## src/rtl/mult_ctrl_pkg.sv

```systemverilog
// Shared constants and state encoding for the sequential 8x8 shift-and-add multiplier.
package mult_ctrl_pkg;

    localparam int unsigned W     = 8;
    localparam int unsigned CNT_W = 3;

    localparam logic [CNT_W-1:0] CNT_LAST = 3'd7;
    localparam logic [1:0]       OP_ADD   = 2'b00;

    typedef enum logic [1:0] {
        ST_IDLE = 2'b00,
        ST_RUN  = 2'b01,
        ST_DONE = 2'b10
    } state_t;

endpackage

```

## src/rtl/mult_norm_shr.sv

```systemverilog
// Right shifter (0..7) that realigns an early-terminated product; used only with MULT_EARLY_TERM_EN.
module mult_norm_shr
    import mult_ctrl_pkg::*;
(
    input  logic [2*W-1:0]   din,
    input  logic [CNT_W-1:0] sh,
    output logic [2*W-1:0]   dout_c
);

    assign dout_c = din >> sh;

endmodule

```

## src/rtl/mult_seq_ctrl_8b.sv

```systemverilog
// Sequential 8x8 unsigned shift-and-add multiplier controller driving an external ula_8b as its adder.
// Optional macro MULT_EARLY_TERM_EN: stop iterating once no multiplier ones remain.
module mult_seq_ctrl_8b
    import mult_ctrl_pkg::*;
(
    input  logic           clk,
    input  logic           rst_n,
    input  logic           start,
    input  logic [W-1:0]   a,
    input  logic [W-1:0]   b,
    output logic           busy,
    output logic           done,
    output logic [2*W-1:0] p,
    output logic [W-1:0]   alu_a,
    output logic [W-1:0]   alu_b,
    output logic           alu_x,
    output logic           alu_y,
    input  logic [W-1:0]   alu_s,
    input  logic           alu_c
);

    state_t           state;
    state_t           state_nxt;
    logic [W-1:0]     acc_hi;
    logic [W-1:0]     q;
    logic [W-1:0]     mcand;
    logic [CNT_W-1:0] cnt;
    logic             load;
    logic             step;
    logic             finish;
    logic             last_iter;
    logic [2*W-1:0]   sum_c;
    logic [2*W-1:0]   prod_c;

    assign alu_a = acc_hi;
    assign alu_b = q[0] ? mcand : '0;
    assign alu_x = OP_ADD[1];
    assign alu_y = OP_ADD[0];

    // Value {acc_hi,q} takes after this iteration's add-and-shift.
    assign sum_c = {alu_c, alu_s, q[W-1:1]};

`ifdef MULT_EARLY_TERM_EN
    logic [W-1:0] mrem;

    assign last_iter = (cnt == CNT_LAST) || (mrem[W-1:1] == '0);

    // An early exit leaves the product (7-k) places too far left.
    mult_norm_shr u_norm_shr (
        .din    (sum_c),
        .sh     (CNT_LAST - cnt),
        .dout_c (prod_c)
    );

    always_ff @(posedge clk or negedge rst_n) begin
        if (!rst_n) begin
            mrem <= '0;
        end else if (load) begin
            mrem <= b;
        end else if (step) begin
            mrem <= mrem >> 1;
        end
    end
`else
    assign last_iter = (cnt == CNT_LAST);
    assign prod_c    = sum_c;
`endif

    // State register
    always_ff @(posedge clk or negedge rst_n) begin
        if (!rst_n) begin
            state <= ST_IDLE;
        end else begin
            state <= state_nxt;
        end
    end

    // Next-state and datapath strobes
    always_comb begin
        state_nxt = state;
        load      = 1'b0;
        step      = 1'b0;
        finish    = 1'b0;
        case (state)
            ST_IDLE: begin
                if (start) begin
                    load      = 1'b1;
                    state_nxt = ST_RUN;
                end
            end
            ST_RUN: begin
                step = 1'b1;
                if (last_iter) begin
                    finish    = 1'b1;
                    state_nxt = ST_DONE;
                end
            end
            ST_DONE: begin
                if (start) begin
                    load      = 1'b1;
                    state_nxt = ST_RUN;
                end else begin
                    state_nxt = ST_IDLE;
                end
            end
            default: state_nxt = ST_IDLE;
        endcase
    end

    // Datapath and registered status outputs
    always_ff @(posedge clk or negedge rst_n) begin
        if (!rst_n) begin
            acc_hi <= '0;
            q      <= '0;
            mcand  <= '0;
            cnt    <= '0;
            p      <= '0;
            busy   <= 1'b0;
            done   <= 1'b0;
        end else begin
            if (load) begin
                mcand  <= a;
                q      <= b;
                acc_hi <= '0;
                cnt    <= '0;
            end else if (step) begin
                acc_hi <= {alu_c, alu_s[W-1:1]};
                q      <= {alu_s[0], q[W-1:1]};
                cnt    <= cnt + CNT_W'(1);
            end
            if (finish) begin
                p <= prod_c;
            end
            busy <= (state_nxt == ST_RUN);
            done <= (state_nxt == ST_DONE);
        end
    end

endmodule

```

## config.mk

```make
export PLATFORM = sky130hd
export DESIGN_NAME = mult_seq_ctrl_8b
export DESIGN_NICKNAME = d
export VERILOG_FILES = /design/src/rtl/mult_ctrl_pkg.sv /design/src/rtl/mult_norm_shr.sv /design/src/rtl/mult_seq_ctrl_8b.sv
export SDC_FILE = /design/constraint.sdc
export NUM_CORES = 1
export LEC_CHECK = 0
export BUFFER_PORTS_ARGS = -buffer_cell sky130_fd_sc_hd__buf_2
export CAP_MARGIN = 20
export CORE_ASPECT_RATIO = 0.6
export CORE_MARGIN = 2
export CORE_UTILIZATION = 50
export DETAILED_ROUTE_END_ITERATION = 6
export PLACE_DENSITY = 0.78
export SLEW_MARGIN = 40
export SYNTH_ARGS = -nofsm -noshare
export SYNTH_HDL_FRONTEND = slang
export SYNTH_HIERARCHICAL = 1
export SYNTH_SLANG_ARGS = --single-unit
export TNS_END_PERCENT = 1
```

## constraint.sdc

```tcl
create_clock -name clk -period 2.1 [get_ports clk]
set_input_delay 0.42 -clock clk [delete_from_list [all_inputs] [get_ports clk]]
set_output_delay 0.42 -clock clk [all_outputs]
set_load 0.01 [all_outputs]
```

# Word level (Yosys, flattened, before mapping)
# Cells that the tools add are included.
[word_totals] register_bits=47 latch_bits=0 mem_bits_rw=0 rom_bits=0 input_bits=28 out_inout_bits=36 word_cells=33 n_memories=0
[op_classes] add_sub_neg=1 n_mul=0 div_mod_pow=0 n_lt_le_gt_ge=0 n_eq_ne=5 n_shift=0 muxes=16 n_bitwise=0 n_reduce_logical=3
[op_table] cell="2-to-1 mux 8 bit" count=5
[op_table] cell="2-to-1 mux 1 bit" count=6
[op_table] cell="2-to-1 mux 3 bit" count=2
[op_table] cell="case mux 2 bit (3 select lines)" count=1
[op_table] cell="equality test 2 x 1 -> 1 bit, second input constant" count=2
[op_table] cell="equality test 2 bit, second input constant" count=2
[op_table] cell="2-to-1 mux 2 bit" count=2
[op_table] cell="adder 3 x 1 -> 3 bit, second input constant" count=1
[op_table] cell="equality test 3 bit, second input constant" count=1
[op_table] cell="zero test 2 bit" count=1
[op_table] cell="nonzero test 2 bit" count=1
[op_table] cell="OR reduction 2 bit" count=1

# Logic depth before layout (Yosys ltp)
# Gate-level depths: netlist of the first run.
[depth] depth_word=4 ltp_mapped=5 ltp_nobuf=4

# Least setup slack after synthesis of the first run
# No wires, ideal clock.
[synth_path] path_type="register to register" startpoint="reg cnt[0]" endpoint="reg p[10]" setup_ns=0.125 t_arrival_ns=1.479 t_required_ns=1.975 path_slack_ns=0.496 stages_incl_launch_ff=6 path_buffers=1 period_less_slack_ns=1.604 cell_sequence="dfrtp_1 > ha_1 > ha_1 > nand3b_4 > buf_2 > mux2_2"
[synth_between] elab_chain_cells=3
[synth_rtl] element="from (decl)" line="mult_seq_ctrl_8b.sv:27" text="logic [CNT_W-1:0] cnt;"
[synth_rtl] element="from (signal assigned)" line="mult_seq_ctrl_8b.sv:129" text="cnt <= cnt + CNT_W'(1);"
[synth_rtl] element="equality test 3 bit" line="mult_seq_ctrl_8b.sv:65" text="assign last_iter = (cnt == CNT_LAST);"
[synth_rtl] element="2-to-1 mux 1 bit" line="mult_seq_ctrl_8b.sv:93" text="if (last_iter) begin"
[synth_rtl] element="2-to-1 mux 1 bit" line="mult_seq_ctrl_8b.sv:84" text="case (state)"
[synth_rtl] element="to (signal assigned)" line="mult_seq_ctrl_8b.sv:132" text="p <= prod_c;"
[synth_rtl] element="to (decl)" line="mult_seq_ctrl_8b.sv:13" text="output logic [2*W-1:0] p,"
# No other way between the ends.
# A chain may end at the register's enable or synchronous reset.

# Worst setup path in the final report of the first run
[layout_path] startpoint="reg state[0]" endpoint="reg acc_hi[6] (netlist: alu_a[6])"
[layout_between] elab_chain_cells=4 word_cells_on_any_way=8 cone_classes="eq/ne (2); mux (3); reduce/logical (3)"
[layout_rtl] element="from (decl)" line="mult_seq_ctrl_8b.sv:22" text="state_t state;"
[layout_rtl] element="from (signal assigned)" line="mult_seq_ctrl_8b.sv:74" text="state <= state_nxt;"
[layout_rtl] element="equality test 2 bit or zero test 2 bit (tied branches)" line="mult_seq_ctrl_8b.sv:84"
[layout_rtl] element="OR reduction 2 bit (no source line)"
[layout_rtl] element="2-to-1 mux 1 bit"
[layout_rtl] element="2-to-1 mux 8 bit or nonzero test 2 bit (tied branches)"
[layout_rtl] element="to (signal assigned)" line="mult_seq_ctrl_8b.sv:127" text="acc_hi <= {alu_c, alu_s[W-1:1]};"
[layout_rtl] element="to (decl)" line="mult_seq_ctrl_8b.sv:24" text="logic [W-1:0] acc_hi;"
# Several ways; a longest one is shown, not always the timed one.

==> flow_metrics.py, run 1 <==
metrics = {
    "run_status": {
        "status": "finished clean",
    },
    "global_routing": {
        "antenna_found_initial": 0,
        "grt_pass1_wl_microns": 6710,
        "grt_pass1_vias": 1414,
        "grt_start_max_net_pins": 48,
        "track_usage": 0.191,
        "grt_overflow": 0,
    },
    "worst_setup_path": {
        "arrival_ns": 1.86,
        "worstSetupPathType": "reg2reg",
        "r2r-end": "alu_a[6]",
        "startpoint": "state[0]",
        "end_kind": "register",
        "rr_startpoint": "state[0]",
        "cp.required_ns": 2.32,
        "r2r_cells": 2,
        "start_kind": "register",
        "crit_end": "alu_a[6]",
        "crit_path_max_fanout": 16,
        "r2r_slack_ns": 0.47,
    },
    "floorplan": {
        "die_area_sq_um": 4760,
        "rows": 18,
        "die_w_microns": 87.8,
        "core_sq_um": 4080,
        "die_h_microns": 54.3,
        "io_pins": 64,
        "start_util": 0.517,
    },
    "detailed_routing": {
        "route.detailed.drc": 0,
        "via_per_inst": 5.11,
        "drtAntennaViolNets": 0,
        "initialDrtViolationCount": 49,
        "first_pass_iters": 4,
        "wire_per_inst_microns": 15.5,
        "routed_wl_microns": 4200,
        "vias": 1385,
    },
    "synth": {
        "synth_top_cell_area_share": 0.559,
        "synth-warning-count": 6,
        "syn_avg_cell_area_sq_um": 14.4,
        "netlist_area_sq_um": 2110,
        "synthTopCellsByArea": "dfrtp_1, mux2_2, mux2i_1",
        "yosysTopAreaCell": "dfrtp_1",
        "synth_cell_types": 16,
        "synthCells": 146,
        "yosysSeqAreaShare": 0.559,
        "synth_seq_cells": 47,
    },
    "layout": {
        "syn_to_final_growth_pct": 21.4,
        "post-route-util": 0.627,
        "antenna_cells": 0,
        "instances_no_fill": 271,
        "drive_gt1_frac": 0.526,
        "finalNetCount": 241,
    },
    "pwr": {
        "peakVddDrop_mv": 0.560,
        "p_seq_frac": 0.460,
        "clkPwrFrac": 0.150,
        "intPower_w": 0.00237,
        "p_switching_w": 0.00123,
        "pwr-share-comb": 0.391,
        "p_leak_nw": 1.30,
        "p_per_area_nw_per_um2": 1410,
        "netSwitchingFraction": 0.342,
    },
    "cts": {
        "cts.path.max_buffers": 2,
        "cts.sinks": 47,
        "cts_resized": 0,
        "clk_pin_slew_ns": 0.08,
        "holdBufCountCts": 0,
        "cts_root_buf": "clkbuf_8",
        "cts_tree": "done",
        "htreeDepth": 2,
        "worstSkewPairLatency_ns": 0.29,
        "cts_buffers": 5,
        "postCtsSetupRepairBufs": 0,
    },
    "placed_design": {
        "io_buffers": 61,
        "hpwl_microns": 3080,
        "dp.cells": 264,
        "gp_congestion": 0.746,
    },
    "timing": {
        "period_minus_slack_ns": 1.63,
        "setup_viol": 0,
        "worstMarginPinSlew_ns": 0.766,
        "fin_tns_setup_ns": 0,
        "fmaxAchievable_ghz": 0.613,
        "rsz0062_at_grt": "no",
        "relSlewSlack": 0.487,
        "clock_skew_ns": 0.00369,
        "drv_slew": 0,
        "period_share": 0.777,
        "hold_violations": 0,
    },
    "job": {
        "max_cap_viol_count": 0,
    },
    "min_path": {
        "min_path_type": "in2async",
    },
}
==> synth_stat cells <==
cell type  number
mux2_2         34
xnor2_1         1
buf_4           6
and2_1          8
buf_2           4
conb_1          1
or2_2           2
nand3b_4        1
a22o_1         11
nor2_1          1
ha_1            2
dfrtp_1        47
nor3b_1         1
mux2i_1        24
nor2b_1         1
inv_1           2
==> layout by cell type (no fill, tap or decap), drive strengths merged <==
cell type and n:
clkbuf 6, xnor2 1, mux2i 24, mux2 34, buf 67, a22o 11, conb 2, nor2 1
nor2b 1, or2 2, nand3b 1, inv 2, dfrtp 47, ha 2, nor3b 1, and2 8
clkinv 1
==> worst min-delay path by stage <==
| stage | from | endpoint | slack, ns | cells after the start |
|---|---|---|---|---|
| floorplan | rst_n | alu_a[0] | 0.12 | 0 |
| global placement | mcand[0] | mcand[0] | 0.48 | 1 |
| detailed placement | p[4] | p[4] | 0.49 | 1 |
| CTS | rst_n | p[7] | 0.23 | 2 |
| global route | rst_n | mcand[3] | 0.25 | 2 |
| finish | rst_n | p[5] | 0.21 | 2 |
==> power groups by stage <==
stage	clock network, W	registers, W	logic, W
floorplan	0	0.00168	0.000851
global placement	0	0.00163	0.00135
detailed placement	0	0.00167	0.00142
CTS	0.000558	0.00165	0.00143
global route	0.000599	0.00172	0.00154
finish	0.000539	0.00165	0.00141
==> layout make-up <==
class | instances | area (sq um)
Fill cell | 313 | 1520
Tap cell | 60 | 75.1
Multi-Input combinational cell | 88 | 861
Sequential cell | 47 | 1180
Timing Repair Buffer | 67 | 350
Inverter | 2 | 7.51
Clock inverter | 1 | 5.00
Clock buffer | 6 | 82.6
==> critical path, stage by stage, from the launching register on <==
cell     delay [ns]
dfrtp_1        0.60
nor2_1         0.69
a22o_1         0.28
==> logic make-up (layout without fill, tap and decap cells) <==
| group | Yosys count | in the layout | synth area share |
|---|---|---|---|
| DFF | 47 | 47 | 0.559 |
| other | 1 | 2 | 0.00178 |
| adders and majority gates | 2 | 2 | 0.0119 |
| muxes | 58 | 58 | 0.296 |
| buffers and inverters | 12 | 76 | 0.0345 |
| AOI/OAI and AO/OA | 11 | 11 | 0.0458 |
| and+or+nand+nor | 14 | 14 | 0.0475 |
| xor gates and xnor gates | 1 | 1 | 0.00416 |
==> per-stage QoR <==
stage,power [W],cell area (sq um),setup slack [ns],hold WS (ns)
after floorplan,0.00253,2110,0.496,0.124
after detailed placement,0.00309,2470,0.507,0.488
after global routing,0.00386,2560,0.401,0.247
after global placement,0.00298,2470,0.529,0.483
final,0.00360,2560,0.468,0.212
after CTS,0.00364,2560,0.493,0.226
==> state kept, by name, summed over array words and instances, names as in the netlist <==
name and count:
alu_a 8, busy 1, cnt 3, done 1, mcand 8, p 16
q 8, state 2
==> per-layer routing <==
layer	GRT usage	up-vias	routed length (microns)
li1	-	651	-
met1	0.249	694	1930
met2	0.322	38	2040
met3	0.0468	2	224
met4	0.0641	0	14
met5	0	-	0
(Power assumes the default switching activity.)
==> run 2: changes to the inputs <==
clock period = 1.57 ns   (was 2.1 ns; I/O delays follow)
==> run 2 against run 1 <==
Global-route usage rose by 1.0 points; non-clock buffer count rose by 4; sequential cell count did not move; worst hold slack improved by 0.032 ns; critical path type unchanged.
==> flow_metrics.py, run 2 (synthesis results as in run 1) <==
metrics = {
    "timing": {
        "period_share": 0.947,
        "fmaxAchievable_ghz": 0.672,
        "clock_skew_ns": 0.00434,
        "relSlewSlack": 0.644,
        "rsz0062_at_grt": "no",
        "setup_viol": 0,
        "worstMarginPinSlew_ns": 0.534,
        "drv_slew": 0,
        "hold_violations": 0,
        "period_minus_slack_ns": 1.49,
    },
    "worst_setup_path": {
        "crit_path_max_fanout": 9,
        "startpoint": "cnt[0]",
        "cp.required_ns": 1.76,
        "rr_startpoint": "cnt[0]",
        "worstSetupPathType": "reg2reg",
        "end_kind": "register",
        "r2r_slack_ns": 0.08,
        "arrival_ns": 1.68,
        "r2r-end": "p[4]",
        "r2r_cells": 4,
        "start_kind": "register",
    },
    "layout": {
        "largest-register": "p",
        "largest_reg_flops": 16,
        "final.fill_count": 317,
        "drive_gt1_frac": 0.546,
        "final_common_cell": "buf_2",
        "finalNetCount": 247,
        "post-route-util": 0.657,
        "layout_common_cells": "buf_2, dfrtp_1, mux2_2",
        "antenna_cells": 0,
        "syn_to_final_growth_pct": 27.2,
    },
    "global_routing": {
        "grt_start_max_net_pins": 32,
        "grt_pass1_wl_microns": 6930,
        "track_usage": 0.201,
        "antenna_found_initial": 0,
        "grt_overflow": 0,
        "grt_pass1_vias": 1400,
    },
    "cts": {
        "htreeDepth": 2,
        "cts.path.max_buffers": 2,
        "cts_buffers": 5,
        "clk_pin_slew_ns": 0.08,
        "worstSkewPairLatency_ns": 0.30,
        "cts_tree": "done",
        "cts.sinks": 47,
        "cts_root_buf": "clkbuf_8",
    },
    "min_path": {
        "worstHoldPathCells": 2,
        "min_path_type": "in2reg",
        "hold_end": "mcand[0]",
        "min_from": "a[0]",
    },
    "floorplan": {
        "die_h_microns": 54.3,
        "die_area_sq_um": 4760,
        "io_pins": 64,
        "rows": 18,
        "core_sq_um": 4080,
        "start_util": 0.517,
        "die_w_microns": 87.8,
    },
    "pwr": {
        "total_power_w": 0.00513,
        "peakVddDrop_mv": 0.969,
        "p_per_area_nw_per_um2": 1920,
        "p_leak_nw": 1.36,
    },
    "detailed_routing": {
        "routed_wl_microns": 4650,
        "drtAntennaViolNets": 0,
        "initialDrtViolationCount": 61,
        "via_per_inst": 5.11,
        "route.detailed.drc": 0,
        "vias": 1421,
        "first_pass_iters": 7,
        "wire_per_inst_microns": 16.7,
    },
    "placed_design": {
        "io_buffers": 61,
        "gp_congestion": 0.683,
        "hpwl_microns": 3200,
    },
    "run_status": {
        "status": "finished clean",
    },
    "job": {
        "max_cap_viol_count": 0,
    },
}
## run 2: how the worst max path moves through the flow
| stage | depth (start not counted) | slack [ns] | to |
|---|---|---|---|
| floorplan | 5 | 0.02 | p[10] |
| global placement | 4 | 0.07 | p[6] |
| detailed placement | 4 | 0.006 | p[12] |
| CTS | 4 | -0.01 | p[12] |
| global route | 3 | 0.04 | cnt[2] |
| finish | 4 | 0.08 | p[4] |
## run 2: final cells by class
class	count	area [sq um]	area share
flip-flops and latches	47	1180	0.439
multi-input cells	90	906	0.338
repair buffers	71	395	0.148
clock buffers	6	82.6	0.0308
well taps	60	75.1	0.0280
clock inverters	2	35.0	0.0131
inverters	2	7.51	0.00280
## run 2: repair_timing
item,4_1_cts,5_1_grt
pin swaps,0,0
gates cloned,0,2
endpoints found under the setup margin,5,16
hold endpoints to repair,16,0
gates resized for setup,0,3
buffers inserted,0,1
hold buffers,1,0
## run 2: per-stage QoR
| stage | instance area [sq um] | setup TNS (ns) | hold slack (ns) | setup WS, ns | std cells |
|---|---|---|---|---|---|
| after floorplan | 2110 | 0 | 0.0184 | 0.0169 | 147 |
| after global placement | 2500 | 0 | 0.254 | 0.0707 | 266 |
| after detailed placement | 2500 | 0 | 0.262 | 0.00647 | 266 |
| after CTS | 2630 | -0.0303 | 0.237 | -0.00972 | 275 |
| after global routing | 2680 | 0 | 0.243 | 0.0365 | 278 |
| final | 2680 | 0 | 0.244 | 0.0829 | 278 |
## run 2: worst max-delay path, cell delays in order (launching register included)
cell and delay (ns):
dfrtp_1 0.40, ha_1 0.21, ha_2 0.24, nand3b_4 0.18, mux2_2 0.35
## run 2: metal layers
metal / share of wire / up-vias / global-route usage
met5: 0 / - / 0
met4: 0.0062 / 0 / 0.0436
met3: 0.043 / 5 / 0.0649
met2: 0.50 / 31 / 0.362
met1: 0.45 / 716 / 0.243
li1: - / 669 / -
## run 2: report_power, final
group | leakage [nW] | internal [W] | switching, W
registers | 0.562 | 0.00178 | 0.000438
logic | 0.735 | 0.00110 | 0.000902
clock network | 0.0612 | 0.000515 | 0.000396
total | 1.36 | 0.00339 | 0.00174
